File: config.mk
export PLATFORM = sky130hd
export DESIGN_NAME = imem_arb
export DESIGN_NICKNAME = d
export VERILOG_FILES = /design/src/rtl/pkg_parameters.sv /design/src/rtl/imem_arb.sv
export SDC_FILE = /design/constraint.sdc
export NUM_CORES = 1
export LEC_CHECK = 0
export BUFFER_PORTS_ARGS = -buffer_cell sky130_fd_sc_hd__buf_2
export CAP_MARGIN = 10
export CORE_UTILIZATION = 25
export DETAILED_ROUTE_END_ITERATION = 16
export PLACE_DENSITY = 0.79
export SYNTH_ARGS = -nofsm -noshare
export SYNTH_HDL_FRONTEND = slang
export SYNTH_SLANG_ARGS = --single-unit
File: constraint.sdc
create_clock -name clk -period 1.7 [get_ports clk]
set_clock_uncertainty 0.15 [all_clocks]
set_input_delay 0.255 -clock clk [delete_from_list [all_inputs] [get_ports clk]]
set_output_delay 0.255 -clock clk [all_outputs]
set_load 0.02 [all_outputs]
File: src/rtl/pkg_parameters.sv
// Shared instruction-memory parameters and the imem_arb state type.
package pkg_parameters;
   localparam int IMEM_DEPTH      = 256;
   localparam int IMEM_ADDR_WIDTH = 12;
   localparam int IMEM_DATA_WIDTH = 32;

   typedef enum logic [1:0] {
      IDLE  = 2'd0,
      FETCH = 2'd1,
      LOAD  = 2'd2,
      FLUSH = 2'd3
   } imem_arb_state_t;
endpackage

File: src/rtl/imem_arb.sv
// Arbitrates the instruction memory between core fetches and a byte loader.
// Optional load checksum output enabled by macro IMEM_ARB_LOAD_CHECKSUM_EN.
module imem_arb
   import pkg_parameters::*;
#(
   parameter int ADDR_W = IMEM_ADDR_WIDTH,
   parameter int DATA_W = IMEM_DATA_WIDTH
) (
   input  logic              clk,
   input  logic              rst_n,
   input  logic              load_mode,
   input  logic              fetch_req,
   input  logic [ADDR_W-1:0] fetch_addr,
   output logic              fetch_gnt,
   output logic              fetch_rvalid,
   output logic [DATA_W-1:0] fetch_rdata,
   input  logic              ld_valid,
   input  logic [ADDR_W-1:0] ld_addr,
   input  logic [7:0]        ld_data,
   output logic              ld_ready,
   output logic              ld_err,
`ifdef IMEM_ARB_LOAD_CHECKSUM_EN
   output logic [31:0]       ld_csum,
`endif
   output logic              core_flush,
   output logic              busy_load,
   output logic              mem_ena,
   output logic              mem_we,
   output logic [ADDR_W-1:0] mem_addr,
   output logic [7:0]        mem_wdata,
   input  logic [DATA_W-1:0] mem_rdata
);
   localparam logic [ADDR_W:0] LP_DEPTH = (ADDR_W+1)'(IMEM_DEPTH);

   imem_arb_state_t r_state;
   logic            r_rvalid;
   logic            r_ld_err;
   logic            r_load_mode_d;

   logic w_lm_rise;
   logic w_fetch_issue;
   logic w_in_range;
   logic w_ld_accept;
   logic w_ld_write;

   assign w_lm_rise     = load_mode & ~r_load_mode_d;
   // A raised load_mode blocks new grants so only the in-flight read completes.
   assign w_fetch_issue = (r_state == FETCH) & fetch_req & ~load_mode;
   assign w_in_range    = ({1'b0, ld_addr} < LP_DEPTH);
   assign w_ld_accept   = (r_state == LOAD) & ld_valid;
   assign w_ld_write    = w_ld_accept & w_in_range;

   assign fetch_gnt    = w_fetch_issue;
   assign fetch_rvalid = r_rvalid;
   assign fetch_rdata  = r_rvalid ? mem_rdata : '0;
   assign ld_ready     = (r_state == LOAD);
   assign busy_load    = (r_state == LOAD);
   assign core_flush   = (r_state == FLUSH);
   assign ld_err       = r_ld_err;
   assign mem_ena      = w_fetch_issue | w_ld_write;
   assign mem_we       = w_ld_write;
   assign mem_addr     = w_ld_write ? ld_addr : (w_fetch_issue ? fetch_addr : '0);
   assign mem_wdata    = w_ld_write ? ld_data : '0;

`ifdef IMEM_ARB_LOAD_CHECKSUM_EN
   logic [31:0] r_csum;
   assign ld_csum = r_csum;
`endif

   always_ff @(posedge clk or negedge rst_n) begin
      if (!rst_n) begin
         r_state       <= IDLE;
         r_rvalid      <= 1'b0;
         r_ld_err      <= 1'b0;
         r_load_mode_d <= 1'b0;
`ifdef IMEM_ARB_LOAD_CHECKSUM_EN
         r_csum        <= '0;
`endif
      end else begin
         r_load_mode_d <= load_mode;
         r_rvalid      <= w_fetch_issue;
         if (w_ld_accept && !w_in_range) begin
            r_ld_err <= 1'b1;
         end else if (w_lm_rise) begin
            r_ld_err <= 1'b0;
         end
`ifdef IMEM_ARB_LOAD_CHECKSUM_EN
         if (w_lm_rise) begin
            r_csum <= '0;
         end else if (w_ld_write) begin
            r_csum <= r_csum + 32'(ld_data);
         end
`endif
         case (r_state)
            IDLE: begin
               if (load_mode)      r_state <= LOAD;
               else if (fetch_req) r_state <= FETCH;
            end
            FETCH: begin
               if (load_mode)       r_state <= LOAD;
               else if (!fetch_req) r_state <= IDLE;
            end
            LOAD: begin
               if (!load_mode) r_state <= FLUSH;
            end
            FLUSH:   r_state <= IDLE;
            default: r_state <= IDLE;
         endcase
      end
   end
endmodule

==> reports/results.ini <==
[outcome]
status = finished, violations left
violations = setup timing

[layout]
final_util = 0.635
fillers = 200
syn_to_final_growth_pct = 129
antenna_cells = 0
fin_nets = 280
drive_gt1_frac = 0.695

[setup_path]
r2r_slack_ns = 0.59
startpoint = r_state[0]$_DFFE_PN0P_
r2r_start = r_state[1]$_DFFE_PN0P_
required_ns = 1.29
cp.arrival_ns = 1.41
r2r-end = ld_err$_DFFE_PN0P_
rr_worst_depth = 3
startpoint_type = flip-flop
critPathKind = flip-flop to output port
endpoint = mem_wdata[3]
path_max_fanout = 18
cp-end-kind = output port

[floorplan]
io_pins = 129
fp.dieH_um = 52.7
dieArea_sq_um = 2770
core_region_area_sq_um = 2320
fp.dieW_um = 52.7
rows = 17
start_util = 0.277

[global_routing]
grt_max_degree = 34
grt_pass1_vias = 926
antenna_found_initial = 0
track_usage = 0.197
grt_remaining_overflow = 0
grt_first_pass_wirelength_um = 3930

[timing]
slew_headroom = 0.816
period_share = 1.07
fmax_ghz = 0.552
period_needed_ns = 1.81
finalHoldViolations = 0
tightestPinTransition_ns = 0.273
final-max-slew-violation-count = 0
finalSetupViolCount = 22
rsz0062_at_grt = yes
fin_ws_ns = -0.113

[detailed_routing]
first_iter_violations = 17
final_antenna_net_count = 0
drtPass1Iterations = 4
vias = 1044
wl_per_cell_um = 12.4
wl_um = 2950
post-route-drc-count = 0
viasPerCell = 4.39

[place]
dp_hpwl_um = 2410
io_buffers = 128
gp_congestion = 0.873
dp_worst_setup_slack_ns = 0.0489

[power]
power_mw = 0.853
swShare = 0.436
p_sw_mw = 0.372
power.internal_mw = 0.481
ir_worst_vdd_mv = 0.684
seqPwrFrac = 0.208
clkPwrFrac = 0.161
power.density_nw_per_um2 = 580
comb_power_share = 0.630
p_leak_nw = 0.971

[synth]
synth_area_sq_um = 642
synth_common_cells = 37 x and2_1, 8 x a32o_1, 8 x and3_1
synth_most_common_cell = and2_1
synth_xor_xnor_area_share = 0
synth_top_area_cell = and2_1
synth_nets = 150
avgSynthCellArea_sq_um = 7.92
yosysSeqAreaShare = 0.195
netlist_top_cells_area = and2_1 36%, dfrtp_1 19%, a32o_1 12%, and3_1 7.8%, nor4_4 3.3%
synth_top_family_by_area = simple AND/OR/NAND/NOR gates
synth_flop_cell = dfrtp_1
synthAdderAreaFrac = 0
yosys.area_share.simple = 0.546
synth-edff-count = 0
syn_inst = 81
synth_top_area_share = 0.361
synthDistinctLibCells = 19
synthArstFlopShare = 1.00
ys_warn_count = 0
synth-seq-cells = 5
synthMuxAreaShare = 0
synth-compound-area-share = 0.168

[clock_network]
cts_buffer_depth = 2
clock_latency_ns = 0.24
htree_levels = 1
cts.sink_count = 5
cts_root_buf = clkbuf_4
cts_tree = done
cts.clk_slew.worst_paths_ns = 0.05
numCtsBuffers = 3

[job]
drv_cap = 0

[min_path]
hp-class = input port to flip-flop

==> state kept, by name, summed over array words and instances, names as in the netlist <==
signal and cells:
r_state 2, fetch_rvalid 1, ld_err 1, r_load_mode_d 1
==> layout make-up <==
type | count | area [sq um] | area share
repair buffers | 133 | 797 | 0.542
multi-input cells | 64 | 472 | 0.321
flip-flops and latches | 5 | 125 | 0.0850
well taps | 28 | 35.0 | 0.0238
clock buffers | 3 | 22.5 | 0.0153
inverters | 4 | 15.0 | 0.0102
clock inverters | 1 | 5.00 | 0.00340
==> worst min-delay path by stage <==
stage / start / to / slack [ns] / depth (start not counted)
final: load_mode / r_load_mode_d$_DFF_PN0_ / 0.03 / 1
after global routing: load_mode / r_load_mode_d$_DFF_PN0_ / 0.03 / 1
after floorplan: rst_n / fetch_rvalid$_DFF_PN0_ / -0.19 / 0
after global placement: rst_n / fetch_rvalid$_DFF_PN0_ / -0.08 / 1
after CTS: load_mode / r_load_mode_d$_DFF_PN0_ / 0.02 / 1
after detailed placement: rst_n / fetch_rvalid$_DFF_PN0_ / -0.07 / 1
==> metrics by stage <==
stage          TNS, ns  cell area (sq um)  cells  hold WS [ns]
6_report         -1.74               1470    238        0.0294
5_1_grt          -2.93               1470    238        0.0272
4_1_cts          -1.96               1450    238        0.0228
3_5_place_dp         0               1340    233       -0.0734
3_3_place_gp         0               1340    233       -0.0801
2_1_floorplan        0                642     81        -0.191
==> repair_timing <==
| item | 4_1_cts | 5_1_grt |
|---|---|---|
| endpoints found under the setup margin | 23 | 23 |
| pin swaps | 5 | 1 |
| resized for setup | 32 | 8 |
| buffers inserted | 1 | 0 |
| hold buffers | 1 | 0 |
| hold endpoints to repair | 5 | 0 |
==> cells by family after synthesis <==
| logic type | Yosys count |
|---|---|
| AOI/OAI and AO/OA | 12 |
| DFF | 5 |
| buffers and inverters | 12 |
| and+or+nand+nor | 52 |
==> power groups by stage <==
stage	combinational, mW	clock, mW	sequential [mW]
floorplan	0.282	0	0.195
global placement	0.508	0	0.185
detailed placement	0.510	0	0.184
CTS	0.525	0.140	0.177
global route	0.575	0.152	0.183
finish	0.538	0.137	0.178
==> layout by cell type, fill, tap and decap left out <==
master         count
o21ai_0            1
buf_6              9
dfrtp_1            5
and4bb_1           1
inv_1              4
and2_1            35
dlygate4sd3_1      1
and3b_4            1
and2_2             1
nor2b_1            1
nand2b_1           2
and2_4             2
buf_2            105
nor4_4             1
a21oi_1            1
clkbuf_4           3
a32o_2             4
and3_1             8
buf_4             16
a32o_1             4
clkinv_2           1
o32ai_1            1
buf_12             2
a21o_2             1
==> worst max-delay path, stage by stage, from the launching register on <==
cell and delay [ns]:
dfrtp_1 0.39, and3b_4 0.42, and3_1 0.20, buf_4 0.15
==> metal layers <==
layer,wire [um],share of wire,vias up,GRT usage
met4,37,0.013,0,0.0658
met3,337,0.11,4,0.0493
met2,1630,0.55,78,0.416
met1,951,0.32,426,0.173
met5,0,0,-,0
li1,-,-,536,-
No activity file was read; power rests on OpenSTA's default activity.
